[src/rtl/lsb_serializer_pkg.sv]
// Shared types and constants for the LSB-first serializer.
package lsb_serializer_pkg;
   typedef enum logic [1:0] {
      IDLE  = 2'd0,
      CLR   = 2'd1,
      SHIFT = 2'd2
   } state_t;

   localparam int DEFAULT_WIDTH = 8;
endpackage

[src/rtl/lsb_shreg.sv]
// Shift register with bit counter: captures a word, then emits it LSB first
// through a registered output bit together with a registered last-bit flag.
module lsb_shreg
   import lsb_serializer_pkg::*;
#(
   parameter int WIDTH = DEFAULT_WIDTH
) (
   input  logic             clk,
   input  logic             reset,
   input  logic             i_load,
   input  logic [WIDTH-1:0] i_data,
   input  logic             i_advance,
   input  logic             i_first,
   input  logic             i_clear,
   output logic             o_bit,
   output logic             o_last
);
   localparam int CW = $clog2(WIDTH);
   localparam logic [CW-1:0] LAST_CNT = CW'(WIDTH - 1);

   logic [WIDTH-1:0] r_sh;
   logic [CW-1:0]    r_cnt;
   logic             r_bit;
   logic             r_last;
   logic [CW-1:0]    w_cnt_nxt;

   // The first advance (leaving CLR) presents bit 0, so the count restarts there.
   assign w_cnt_nxt = i_first ? '0 : r_cnt + CW'(1);

   always_ff @(posedge clk) begin
      if (reset) begin
         r_sh   <= '0;
         r_cnt  <= '0;
         r_bit  <= 1'b0;
         r_last <= 1'b0;
      end else if (i_load) begin
         r_sh   <= i_data;
         r_cnt  <= '0;
         r_bit  <= 1'b0;
         r_last <= 1'b0;
      end else if (i_advance) begin
         r_bit  <= r_sh[0];
         r_sh   <= {1'b0, r_sh[WIDTH-1:1]};
         r_cnt  <= w_cnt_nxt;
         r_last <= (w_cnt_nxt == LAST_CNT);
      end else if (i_clear) begin
         r_bit  <= 1'b0;
         r_last <= 1'b0;
      end
   end

   assign o_bit  = r_bit;
   assign o_last = r_last;
endmodule

[src/rtl/lsb_serializer.sv]
// Parallel-to-serial converter, LSB first, with a one-cycle frame_clr pulse
// ahead of every word to reset the downstream serial stage.
module lsb_serializer
   import lsb_serializer_pkg::*;
#(
   parameter int WIDTH = DEFAULT_WIDTH
) (
   input  logic             clk,
   input  logic             reset,
   input  logic [WIDTH-1:0] data_in,
   input  logic             load_valid,
   output logic             load_ready,
   output logic             out,
   output logic             bit_valid,
   output logic             bit_last,
   output logic             frame_clr
);
   state_t r_state;
   logic   r_bit_valid;
   logic   r_frame_clr;
   logic   w_last;
   logic   w_final;
   logic   w_accept;
   logic   w_advance;

   // Ready on the final bit lets back-to-back words share a single CLR gap.
   assign w_final    = (r_state == SHIFT) && w_last;
   assign load_ready = !reset && ((r_state == IDLE) || w_final);
   assign w_accept   = load_valid && load_ready;
   assign w_advance  = (r_state == CLR) || ((r_state == SHIFT) && !w_last);

   lsb_shreg #(.WIDTH(WIDTH)) u_shreg (
      .clk       (clk),
      .reset     (reset),
      .i_load    (w_accept),
      .i_data    (data_in),
      .i_advance (w_advance),
      .i_first   (r_state == CLR),
      .i_clear   (w_final),
      .o_bit     (out),
      .o_last    (w_last)
   );

   always_ff @(posedge clk) begin
      if (reset) begin
         r_state     <= IDLE;
         r_bit_valid <= 1'b0;
         r_frame_clr <= 1'b0;
      end else begin
         case (r_state)
            IDLE: begin
               if (w_accept) begin
                  r_state     <= CLR;
                  r_frame_clr <= 1'b1;
               end
            end
            CLR: begin
               r_state     <= SHIFT;
               r_frame_clr <= 1'b0;
               r_bit_valid <= 1'b1;
            end
            SHIFT: begin
               if (w_last) begin
                  r_bit_valid <= 1'b0;
                  if (w_accept) begin
                     r_state     <= CLR;
                     r_frame_clr <= 1'b1;
                  end else begin
                     r_state <= IDLE;
                  end
               end
            end
            default: begin
               r_state     <= IDLE;
               r_bit_valid <= 1'b0;
               r_frame_clr <= 1'b0;
            end
         endcase
      end
   end

   assign bit_valid = r_bit_valid;
   assign bit_last  = w_last;
   assign frame_clr = r_frame_clr;
endmodule

[config.mk]
export PLATFORM = sky130hd
export DESIGN_NAME = lsb_serializer
export DESIGN_NICKNAME = d
export VERILOG_FILES = /design/src/rtl/lsb_serializer_pkg.sv /design/src/rtl/lsb_shreg.sv /design/src/rtl/lsb_serializer.sv
export SDC_FILE = /design/constraint.sdc
export NUM_CORES = 1
export LEC_CHECK = 0
export CAP_MARGIN = 20
export CORE_UTILIZATION = 53
export CTS_CLUSTER_SIZE = 20
export DETAILED_ROUTE_END_ITERATION = 16
export PLACE_DENSITY = 0.86
export SLEW_MARGIN = 0
export SYNTH_ARGS = -nofsm -noshare
export SYNTH_HDL_FRONTEND = slang
export SYNTH_HIERARCHICAL = 1
export SYNTH_SLANG_ARGS = --single-unit
[constraint.sdc]
create_clock -name clk -period 2.6 [get_ports clk]
set_input_delay 0.52 -clock clk [delete_from_list [all_inputs] [get_ports clk]]
set_output_delay 0.52 -clock clk [all_outputs]
set_load 0.05 [all_outputs]
# --- Word-level counts from Yosys, hierarchy flattened ---
# Index checks and enable logic that the tools add are counted.
op_classes:
  n_addsub: 1
  n_div: 0
  order_cmp: 0
  n_bitwise: 1
  n_reduce_logical: 14
  n_eq_ne: 5
  mux: 15
  mul: 0
  shift: 0
ops:
  columns: ["operator", "n"]
  rows:
  - ["two-way mux 8 bit", 2]
  - ["two-way mux 1 bit", 7]
  - ["one-hot mux 2 bit (3 select lines)", 1]
  - ["logical AND 1 bit", 4]
  - ["two-way mux 2 bit", 2]
  - ["inequality test 2 x 1 -> 1 bit (second input constant)", 2]
  - ["AND reduction 2 bit", 2]
  - ["nonzero test 2 bit", 2]
  - ["adder 3 x 1 -> 3 bit (second input constant)", 1]
  - ["equality test 3 bit (second input constant)", 1]
  - ["two-way mux 3 bit", 1]
  - ["one-hot mux 1 bit (3 select lines)", 1]
  - ["equality test 2 x 1 -> 1 bit (second input constant)", 1]
  - ["equality test 2 bit (second input constant)", 1]
  - ["logical NOT 1 bit", 2]
  - ["logical NOT 2 bit", 1]
  - ["logical OR 1 bit", 2]
  - ["one-hot mux 1 bit (2 select lines)", 1]
  - ["OR reduction 2 bit", 1]
  - ["NOT 1 bit", 1]
word_totals:
  inputBits: 11
  ramBits: 0
  register_bits: 17
  latchBits: 0
  romBits: 0
  n_memories: 0
  elab_cells: 43

# --- Depth between registers and ports, before layout ---
# Gate-level depths: netlist of the first run.
depth:
  depth_word: 8
  ltp_mapped: 7
  depth_no_buf: 5

# --- By module ---
# Netlist of the first run, hierarchy kept.
modules_own_cells:
  columns: ["mod", "cells_each", "seq_area_each_um2", "area_per_inst_um2", "instances"]
  rows:
  - ["lsb_shreg", 62, 260.2, 665.6, 1]
  - ["lsb_serializer", 22, 80.1, 176.4, 1]

# --- Worst setup path after synthesis of the first run ---
# No wires, ideal clock.
synth_path:
  path_type: "register to output"
  start: "register u_shreg.r_last, in the netlist u_shreg/o_last"
  end: "output port load_ready"
  setup_slack_ns: 0.758
  required_time_ns: 2.080
  stages_incl_launch_ff: 3
  arrival_time_ns: 1.322
  path_cell_list: "dfxtp_1 -> nand2b_1 -> and2_1"
synth_via:
  elab_chain_cells: 3
synth_lines:
  columns: ["element", "line", "source"]
  rows:
  - ["from (decl)", "lsb_shreg.sv:24", "logic r_last;"]
  - ["from (signal assigned)", "lsb_shreg.sv:45", "r_last <= (w_cnt_nxt == LAST_CNT);"]
  - ["logical AND 1 bit", "lsb_serializer.sv:27", "assign w_final = (r_state == SHIFT) && w_last;"]
  - ["logical OR 1 bit", "lsb_serializer.sv:28", "assign load_ready = !reset && ((r_state == IDLE) || w_final);"]
  - ["logical AND 1 bit", "lsb_serializer.sv:28", null]
  - ["to (decl)", "lsb_serializer.sv:12", "output logic load_ready,"]
# No other way between the ends.

# --- Worst setup path after layout of the first run ---
layout_path:
  start: "register u_shreg.r_last, in the netlist u_shreg/o_last"
  end: "output port bit_last"
layout_lines:
  columns: ["element", "line", "source"]
  rows:
  - ["to (decl)", "lsb_serializer.sv:15", "output logic bit_last,"]
# No word-level cell between the ends.

==> out/results.txt, run 1 <==
The cell sitting at the root of the clock tree is a clkbuf_4. The number of different library cells used by synthesis comes to 29. The clock passes through at most 2 buffers.

For this run, the top clock speed supported by timing is 478.0 MHz. Along the worst path, the maximum fanout reaches 6. The tools report the number of hold buffers added after cts as 0. The worst path in the final design needs a cycle of 2092 ps, including I/O delays and setup.

After floorplanning, the core was divided into 14 placement rows. STA puts the critical path data required time at 2080 ps. The number of antenna violations at the first check in global routing came out at 0. The number of nets handed over by synthesis was 96. The sum of overflow across all layers after global routing is 0. In the final routed layout, each cell accounts on average for 12.83 µm. The finished cells cover 1023 µm². Sorting the synthesized cells by area gives the leading types as dfxtp_1, mux2i_1, mux2_1. The post-cts sizing count was 0; the total of warnings raised by yosys was 6.

The final number of hold-violating endpoints was 0. The cell count after synthesis came out at 84. The flip-flop and latch count after synthesis works out to 17.

For this block, the initial DRC count from the detailed router was 5. The run gives 0 as the number of nets with antenna violations after detailed routing. The via-per-instance ratio was 5.359. Buffers added to address setup during post-CTS repair amount to 0.

The final number of max-transition violations is 0, and the total die area is 1752 µm². Cell internal power was estimated by the tool at 397.7 µW. The count of buffers inserted at the top-level ports works out to 15. Detailed placement ended at an HPWL of 1114 µm. The antenna diode count came out at 0. The synthesized design spends more area on one cell type than any other, namely dfxtp_1. The via count of the first global-routing pass was 671. The most common cell in the synthesized netlist is dfxtp_1. Dividing total power by cell area gives a power density of 538.7 nW/µm².

The initial cell density of the core was 0.5655; the fraction of layout cells with a size suffix above 1 was 0.1386. The analysis attributes to cell leakage a power of 0.4184 nW. The critical path is of the register to output port type. The tree built by TritonCTS fans out to 17 sinks. Transition at the pin with the smallest max-transition slack: 501.0 ps. The flow ran to the end, and the final reports show no timing, DRC or antenna violations. The class of the worst hold path was register to register. The buffer and inverter count on the worst path came out at 1. After clock tree synthesis, the clock-pin slew on the worst setup and hold paths is 90 ps. The power share of the sequential group was 0.520. The synthesized design contains 0 enable-type register cells.

The slowest stage of the critical path belongs to the cell clkdlybuf4s50_1. From synthesis to final layout, the design area changed by 21.55%. The stage delay of the slowest cell on the critical path works out to 850 ps. The logs give 0.0003992 V for the peak supply drop and 18 for the largest net degree at the start of global routing.

The detailed router placed 627 vias in this run. Clock tree synthesis inserted a total of 3 buffers. The share of the clock period used by the worst path is 0.8047.

TritonCTS built the clock tree. The area share of the largest cell type after synthesis was 0.4042. In the synthesized netlist, the cells that appear most often are dfxtp_1, nor2_1, mux2i_1.

The tools report the standard cell core area as 1489 µm². The startpoint kind of the worst setup timing path is a register. The congestion estimate from routability-driven global placement came to 0.7663. After detailed routing, the total wire length is 1501 µm. The chip width is 41.86 µm, and the proportion of total power due to net switching is 0.2788. For this run, the leading register cell type out of synthesis is dfxtp_1. The number of setup violations in the final report was 0; the async set or reset register ratio after synthesis was 0.

The kind of cell with the highest combined delay on the critical path was buffers and inverters. The max capacitance violation total was 0. The portion of the post-synthesis area used by sequential elements is 0.4042. The run gives 0.8840 ps as the final clock skew. The tools report the clock insertion delay at the later pin of the skew report as 290 ps. Total global routing track utilization: 0.2104. Data on the critical path arrives at its endpoint at 1570 ps. The tools report the power share of the combinational group as 0.226.

The tools report the total negative setup slack as 0 ps. For this run, the detailed router's first-pass iteration total came to 4. From bottom edge to top edge, the die measures 41.86 µm. Type of element capturing the critical path: an output port. For the power dissipated by switching net loads, the log shows 153.7 µW.

The first global-routing pass estimated 2822 µm of wire. The final layout contains 114 nets. Traced cell by cell, the critical path runs through clkdlybuf4s50_1. The average instance area after synthesis was 10.02 µm². Setup repair after global routing left no endpoint under its margin. The logs give 0.254 for the fraction of power consumed by the clock network and 0 for the DRC violations left. The logs give 0.6649 for the worst-case headroom to the max-slew limit and 997.2 µm² for the instance area at placement. The number of placed I/O pins was 16; the utilization of the core after routing was 0.6874.

The number of H-tree levels is 1. In this run the cell area of the synthesized design comes to 842.1 µm².
[worst paths after layout]
kind / start / end / slack, ps / cells past startpoint
max: u_shreg/o_last / bit_last / 510 / 1
min: bit_valid / bit_valid / 490 / 2
max reg2reg: u_shreg/o_last / u_shreg/r_sh[0] / 950 / 6
min reg2reg: bit_valid / bit_valid / 490 / 2
[cell type report]
class                      count  area (µm²)
multi-input combinational     60       446.7
tap                           16       20.02
timing repair buffer          18       182.7
clock buffer                   4       26.28
fill                         123       465.4
sequential                    17       340.3
inverter                       2       7.507
[per-stage QoR]
step	setup WS [ps]	cells	total power, mW	hold slack, ps
floorplan	758.2	84	0.3842	505.2
global placement	640.4	113	0.4130	466.6
detailed placement	599.0	113	0.4177	478.2
CTS	505.6	117	0.5564	490.1
global route	466.9	117	0.5850	538.6
finish	507.8	117	0.5513	487.6
[state kept, by name (all words and copies together), names as in the netlist]
| register | cells |
|---|---|
| u_shreg/r_sh | 8 |
| u_shreg/r_cnt | 3 |
| r_state | 2 |
| bit_valid | 1 |
| frame_clr | 1 |
| u_shreg/o_bit | 1 |
| u_shreg/o_last | 1 |
[routing by layer]
metal  wire length [µm]  track usage
met5                  0            0
met4                 40       0.1161
met3                 38      0.02609
met2                758       0.3656
met1                664       0.2479
[placed cells by master (no fill, tap or decap), drive strengths merged, types with 2 or more instances in the layout]
master / netlist / routed
dfxtp: 17 / 17
nor4bb: 2 / 2
and3: 2 / 2
clkbuf: 1 / 4
nor2: 12 / 12
nor3b: 5 / 5
nand2b: 2 / 2
inv: 2 / 2
o21ai: 2 / 2
nor3: 7 / 7
mux2i: 7 / 7
buf: 4 / 4
mux2: 7 / 7
a21oi: 6 / 6
clkdlybuf4s50: 0 / 14
[power by group through the flow]
stage,clock (mW),sequential [mW],combinational [mW]
2_1_floorplan,0,0.300,0.0838
3_3_place_gp,0,0.292,0.121
3_5_place_dp,0,0.293,0.125
4_1_cts,0.144,0.287,0.125
5_1_grt,0.159,0.289,0.137
6_report,0.140,0.287,0.124
[kinds of logic (layout without fill, tap and decap cells)]
kind of cell | after synthesis | after routing | synth area share
AOI/OAI and AO/OA | 10 | 10 | 0.06390
xor gates and xnor gates | 1 | 1 | 0.01040
adders and majority gates | 1 | 1 | 0.01486
buffers and inverters | 7 | 24 | 0.06538
DFF | 17 | 17 | 0.4042
muxes | 14 | 14 | 0.1768
and+or+nand+nor | 34 | 34 | 0.2645
(Power assumes the default switching activity.)
==> inputs of run 2 (changes only) <==
--- a/config.mk
+++ b/config.mk
@@ -6,10 +6,10 @@
 export NUM_CORES = 1
 export LEC_CHECK = 0
 export CAP_MARGIN = 20
-export CORE_UTILIZATION = 53
+export CORE_UTILIZATION = 49
 export CTS_CLUSTER_SIZE = 20
 export DETAILED_ROUTE_END_ITERATION = 16
-export PLACE_DENSITY = 0.86
+export PLACE_DENSITY = 0.81
 export SLEW_MARGIN = 0
 export SYNTH_ARGS = -nofsm -noshare
 export SYNTH_HDL_FRONTEND = slang
==> constraint.sdc (replaced) <==
create_clock -name clk -period 2.05 [get_ports clk]
set_input_delay 0.41 -clock clk [delete_from_list [all_inputs] [get_ports clk]]
set_output_delay 0.41 -clock clk [all_outputs]
set_load 0.05 [all_outputs]
==> run 2 against run 1 <==
Against the previous run:
- via count decreased by 0.80%
- sequential power increased by 27%
- sequential share of layout area about the same
- clock power increased by 27%
- worst setup slack got worse by 420 ps
- global-route usage decreased by 3.3 points
- utilization decreased by 3.0 points
==> out/results.txt, run 2 (synthesis results as in run 1) <==
The run finished with clean final reports. The number of DRC markers after the initial detailed-route iteration was 3 (was 5); the total half-perimeter wirelength after legalization and detailed placement was 1009 µm (was 1114 µm). The minimum setup slack after placement is 304.8 ps (was 599.0 ps). The run gives 17 (unchanged) as the total clock sinks. The category of the critical setup timing path is register to output port (unchanged). The setup slack of the worst register-to-register path came out at 440 ps (was 950 ps). The proportion of total power due to net switching was 0.2831 (was 0.2788); the highest clock rate was 509.8 MHz.

TritonCTS built the clock tree. The cell chosen for the clock root was clkbuf_4 (unchanged). The run gives 18 (unchanged) as the largest net degree at the start of global routing.

Slowest cell on the critical path: clkdlybuf4s50_1 (unchanged). The final wirelength is 1397 µm (was 1501 µm), and the final clock skew is 4.956 ps (was 0.8840 ps). The tools report the post-route total power as 698.8 µW (was 551.3 µW).

Sum of overflow across all layers after global routing: 0 (unchanged). For the antenna diode count, the log shows 0 (unchanged). The logs give 0 (unchanged) for the final number of hold-violating endpoints and 4 (unchanged) for the count of TritonRoute iterations in the first routing pass.

The number of placed I/O pins came out at 16 (unchanged). The number of cells on the worst reg-to-reg path works out to 6 (unchanged). The standard cell core area is 1559 µm² (was 1489 µm²), and the number of antenna violations at the first check in global routing is 0 (unchanged). The stage delay of the slowest cell on the critical path came out at 830 ps (was 850 ps).

For the total CTS buffers, the log shows 3 (unchanged). Startpoint kind of the worst setup timing path: a register (unchanged). The worst setup path startpoint was u_shreg/o_last (unchanged). The total power density per cell area was 681.9 nW/µm² (was 538.7 nW/µm²); the design area was 1025 µm² (was 1023 µm²). The run gives 0 ps (unchanged) as the total negative setup slack. The number of cells on the critical path was 1 (unchanged); the post-route minimum period was 1961 ps.

The buffer and inverter count on the worst path was 1 (unchanged). The clock transition time at the flip-flop clock pins of the worst setup and hold paths was 100 ps (was 90 ps); the number of nets with antenna violations after detailed routing was 0 (unchanged). The total die area was 1888 µm² (was 1752 µm²); the fraction of power consumed by the clock network was 0.255 (was 0.254). The global placement routability congestion is 0.7367 (was 0.7663). Leading registers by flop count: u_shreg/r_sh (8), u_shreg/r_cnt (3), r_state (2) (unchanged). For the count of standard-cell rows, the log shows 14 (unchanged). The required time at the worst-slack endpoint is 1640 ps (was 2080 ps), and the standby leakage power is 0.4211 nW (was 0.4184 nW). The final worst-path setup slack is 88.55 ps (was 507.8 ps), and the post-synthesis to final-layout area growth is 21.69% (was 21.55%).

CP cell instances: clkdlybuf4s50_1 (unchanged). The power share of the combinational group is 0.224 (was 0.226). The number of flip-flops in the largest register is 8 (unchanged), and the total global routing track utilization is 0.1770 (was 0.2104).

For the number of buffers added for setup after CTS, the log shows 0 (unchanged). The logs give 114 (unchanged) for the net total in the final layout and 0 (unchanged) for the number of hold buffers added after cts. The tools report the wire length of the first global-routing pass as 2546 µm (was 2822 µm). Class of the worst hold path: register to register (unchanged). For the number of cells after detailed placement, the log shows 113 (unchanged). The tools report the last element of the critical path as bit_last (unchanged).

The transition at the pin with the smallest max-transition slack came out at 501.2 ps (was 501.0 ps). The clock insertion delay at the later pin of the skew report was 290 ps (about the same). The largest fanout on the critical path works out to 6 (unchanged).

The power dissipated by switching net loads came out at 197.9 µW (was 153.7 µW). The worst-case clock buffer depth was 2 (unchanged). Worst-case headroom to the max-slew limit: 0.6648 (was 0.6649). The die boundary height came out at 43.46 µm (was 41.86 µm).

Instance area at placement: 997.2 µm² (unchanged). The register with the most flip-flops is u_shreg/r_sh (unchanged). The power share of the sequential group was 0.521 (was 0.520).

The worst path arrival time is 1550 ps (was 1570 ps). The worst reg2reg path startpoint is u_shreg/o_last (unchanged). The tools report the via count of the first global-routing pass as 608 (was 671). Kind of cell with the highest combined delay on the critical path: buffers and inverters (unchanged). The share of the clock period used by the worst path is 0.9568. The count of buffers inserted at the top-level ports is 15 (unchanged), and the DRC violations left is 0 (unchanged). The count of vias placed by the detailed router is 622 (was 627), and the number of H-tree levels is 1 (unchanged). The chip width was 43.46 µm (was 41.86 µm); the max capacitance violation total was 0 (unchanged). The fraction of layout cells with a size suffix above 1 is 0.1485 (was 0.1386). The tools report the endpoint of the most critical register-to-register path as u_shreg/r_sh[0] (unchanged). Initial cell density of the core: 0.5401 (was 0.5655).

Most frequent cells in the layout: dfxtp_1, clkdlybuf4s50_1, nor2_1, mux2i_1, a21oi_1 (unchanged). The filler-free cell count of the finished design is 117 (unchanged). The peak supply drop came out at 0.0003880 V (was 0.0003992 V).

The post-cts sizing count was 0 (unchanged); the number of setup violations in the final report was 0 (unchanged). For the internal power summed over all cells, the log shows 500.9 µW (was 397.7 µW). The most common cell after layout, fill and taps aside was dfxtp_1 (unchanged).

Setup repair after global routing left no endpoint under its margin. The type of element capturing the critical path was an output port (unchanged). The tools report the utilization of the core after routing as 0.6573 (was 0.6874). The via-per-instance ratio is 5.316 (was 5.359), and the final number of max-transition violations is 0 (unchanged).

The routed length per instance was 11.94 µm (was 12.83 µm); the smallest hold slack was 506.9 ps (was 487.6 ps).
run 2: changes by cell type in the layout (fill, tap and decap cells not counted), sizes merged:
cell	previous run	this run
clkbuf	4	3
clkinv	0	1
run 2: worst min-delay path: cells and delay by family (launching register included):
kind / cells / cell delay, ps
DFF: 1 / 330
and+or+nand+nor: 2 / 150
run 2: power by group through the flow:
stage	sequential (mW)	clock (mW)	combinational, mW
6_report	0.364	0.178	0.157
4_1_cts	0.364	0.184	0.157
3_3_place_gp	0.370	0	0.154
3_5_place_dp	0.371	0	0.156
5_1_grt	0.367	0.195	0.171
2_1_floorplan	0.381	0	0.106
run 2: routing by layer:
metal | track usage | up-vias | share of wire | routed length [µm]
met4 | 0.07500 | 0 | 0.0043 | 6
li1 | - | 327 | - | -
met1 | 0.2461 | 286 | 0.52 | 732
met3 | 0.02500 | 2 | 0.019 | 26
met2 | 0.2758 | 7 | 0.45 | 631
met5 | 0 | - | 0 | 0
run 2: worst min-delay path by stage:
stage               from             end  depth (start not counted)
2_1_floorplan      reset  u_shreg/o_last                          1
3_3_place_gp   bit_valid       bit_valid                          2
3_5_place_dp   bit_valid       bit_valid                          2
4_1_cts        bit_valid       bit_valid                          2
5_1_grt        bit_valid       bit_valid                          2
6_report       bit_valid       bit_valid                          2
run 2: final cells by class:
class,instances,area [µm²]
Fill cell,130,534.3
Multi-Input combinational cell,60,446.7
Tap cell,16,20.02
Timing Repair Buffer,18,182.7
Sequential cell,17,340.3
Inverter,2,7.507
Clock inverter,1,5.005
Clock buffer,3,22.52
==> inputs of run 3 (changes only) <==
--- a/config.mk
+++ b/config.mk
@@ -7,9 +7,9 @@
 export LEC_CHECK = 0
 export CAP_MARGIN = 20
 export CORE_UTILIZATION = 49
-export CTS_CLUSTER_SIZE = 20
+export CTS_CLUSTER_SIZE = 16
 export DETAILED_ROUTE_END_ITERATION = 16
-export PLACE_DENSITY = 0.81
+export PLACE_DENSITY_LB_ADDON = 0.12
 export SLEW_MARGIN = 0
 export SYNTH_ARGS = -nofsm -noshare
 export SYNTH_HDL_FRONTEND = slang
==> run 3 against run 2 <==
Against the previous run:
- clock power hardly changed
- largest power group unchanged
- non-clock buffer count stayed put
- critical endpoint unchanged
- highest routed layer unchanged
- total power is 0.36% higher
- design area is 0.12% lower
- sequential power hardly changed
- wire length is 2.1% higher
==> out/results.txt, run 3 (synthesis results as in run 1) <==
The logs give 0.0004672 V (was 0.0003880 V) for the peak supply drop and 0 (unchanged) for the final number of max-transition violations. The worst-case headroom to the max-slew limit is 0.6596 (was 0.6648), and the final wirelength is 1427 µm (was 1397 µm). CP cell instances: clkdlybuf4s50_1 (unchanged). The number of filler cells placed in the layout is 143 (was 130), and the initial cell density of the core is 0.5401 (unchanged). The logs give 2 (unchanged) for the worst-case clock buffer depth and 446.7 µm² (unchanged) for the area of combinational cells with multiple inputs. The standard cell core area is 1559 µm² (unchanged), and the number of flip-flops in the largest register is 8 (unchanged).

For the final number of hold-violating endpoints, the log shows 0 (unchanged). The kind of cell with the highest combined delay on the critical path was buffers and inverters (unchanged). The buffer and inverter count on the worst path is 1 (unchanged), and the total negative setup slack is 0 ps (unchanged). The run gives 1 (unchanged) as the number of H-tree levels.

The logs give 0.7342 (was 0.7367) for the global placement routability congestion and 16 (unchanged) for the number of placed I/O pins. The share of the clock period used by the worst path is 0.9543 (was 0.9568). The tools report the number of buffers added for setup after CTS as 0 (unchanged).

The fraction of layout cells with a size suffix above 1 was 0.1386 (was 0.1485); the standby leakage power was 0.4184 nW (was 0.4211 nW). The number of setup violations in the final report was 0 (unchanged); the die boundary height was 43.46 µm (unchanged). The wire length of the first global-routing pass was 2539 µm (was 2546 µm). The most common cell after layout, fill and taps aside is dfxtp_1 (unchanged). The run gives 1640 ps (about the same) as the required time at the worst-slack endpoint. The combined flip-flop and latch cell area was 340.3 µm² (unchanged). The total die area is 1888 µm² (unchanged), and the post-cts sizing count is 0 (unchanged). The highest clock rate is 511.1 MHz (was 509.8 MHz).

The slowest cell on the critical path is clkdlybuf4s50_1 (unchanged). The tools report the number of nets with antenna violations after detailed routing as 0 (unchanged). The run finished with clean final reports. Most frequent cells in the layout: dfxtp_1, clkdlybuf4s50_1, nor2_1, mux2i_1, a21oi_1 (unchanged). The run gives 606 (was 608) as the via count of the first global-routing pass. Total clock sinks: 17 (unchanged). The count of TritonRoute iterations in the first routing pass came out at 3 (was 4). The number of hold buffers added after cts was 0 (unchanged); the stage delay of the slowest cell on the critical path was 830 ps (about the same). The class of the worst hold path was register to register (unchanged). The chip width works out to 43.46 µm (unchanged). The total CTS buffers was 3 (unchanged); the post-route minimum period was 1956 ps (was 1961 ps). Routed length per instance: 12.20 µm (was 11.94 µm).

The tools report the antenna diode count as 0 (unchanged). The total power density per cell area was 685.2 nW/µm² (was 681.9 nW/µm²); the total global routing track utilization was 0.1857 (was 0.1770). Max capacitance violation total: 0 (unchanged). The total half-perimeter wirelength after legalization and detailed placement was 995 µm (was 1009 µm). The cell chosen for the clock root was clkbuf_4 (unchanged). The register with the most flip-flops was u_shreg/r_sh (unchanged). The number of DRC markers after the initial detailed-route iteration came out at 10 (was 3). The tools report the type of element capturing the critical path as an output port (unchanged). Leading registers by flop count: u_shreg/r_sh (8), u_shreg/r_cnt (3), r_state (2) (unchanged). The count of standard-cell rows was 14 (unchanged). The transition at the pin with the smallest max-transition slack came out at 509.0 ps (was 501.2 ps). The via-per-instance ratio works out to 5.427 (was 5.316). The post-synthesis to final-layout area growth was 21.55% (was 21.69%).

The tools report the worst path arrival time as 1550 ps (about the same). The logs give 0 (unchanged) for the DRC violations left and 0.6565 (was 0.6573) for the utilization of the core after routing. Setup repair after global routing left no endpoint under its margin.

The largest net degree at the start of global routing came out at 18 (unchanged). The startpoint kind of the worst setup timing path was a register (unchanged). The count of buffers inserted at the top-level ports is 15 (unchanged), and the clock insertion delay at the later pin of the skew report is 290 ps (about the same). The final clock skew was 0.9129 ps (was 4.956 ps). The count of vias placed by the detailed router is 635 (was 622), and the sum of overflow across all layers after global routing is 0 (unchanged).

TritonCTS built the clock tree. The net total in the final layout came out at 114 (unchanged). Category of the critical setup timing path: register to output port (unchanged). Largest fanout on the critical path: 6 (unchanged). The clock transition time at the flip-flop clock pins of the worst setup and hold paths is 90 ps (was 100 ps), and the number of antenna violations at the first check in global routing is 0 (unchanged).
==> run 3: stage by stage <==
| stage | cell area [µm²] | power (mW) | instances | setup slack [ps] | hold slack, ps |
|---|---|---|---|---|---|
| after floorplan | 842.1 | 0.4873 | 84 | 318.2 | 480.9 |
| after global placement | 997.2 | 0.5254 | 113 | 319.4 | 474.3 |
| after detailed placement | 997.2 | 0.5291 | 113 | 289.2 | 473.9 |
| after CTS | 1023 | 0.7120 | 117 | 70.10 | 488.4 |
| after global routing | 1023 | 0.7395 | 117 | 34.93 | 502.3 |
| final | 1023 | 0.7013 | 117 | 93.61 | 485.0 |
==> run 3: routing by layer <==
layer	part of all wire	track usage	up-vias
met4	0.027	0.1125	0
met3	0.033	0.05000	5
met5	0	0	-
met1	0.47	0.2094	290
li1	-	-	326
met2	0.47	0.3121	14
==> run 3: cell type report <==
class                           count  share of cell area
Tap cell                           16             0.01956
Timing Repair Buffer               18              0.1785
Clock buffer                        4             0.02567
Sequential cell                    17              0.3325
Inverter                            2            0.007335
Multi-Input combinational cell     60              0.4364
==> run 3: worst paths after layout <==
| path | startpoint | end | slack (ps) | cells past startpoint |
|---|---|---|---|---|
| max reg2reg | u_shreg/o_last | u_shreg/r_sh[1] | 470 | 6 |
| min | bit_valid | bit_valid | 480 | 2 |
| min reg2reg | bit_valid | bit_valid | 480 | 2 |
| max | u_shreg/o_last | bit_last | 90 | 1 |
==> run 3: report_power, final <==
group	internal [mW]	switching (mW)	total [mW]
sequential	0.349	0.0141	0.363
clock	0.0758	0.105	0.181
combinational	0.0793	0.0776	0.157
total	0.504	0.197	0.701
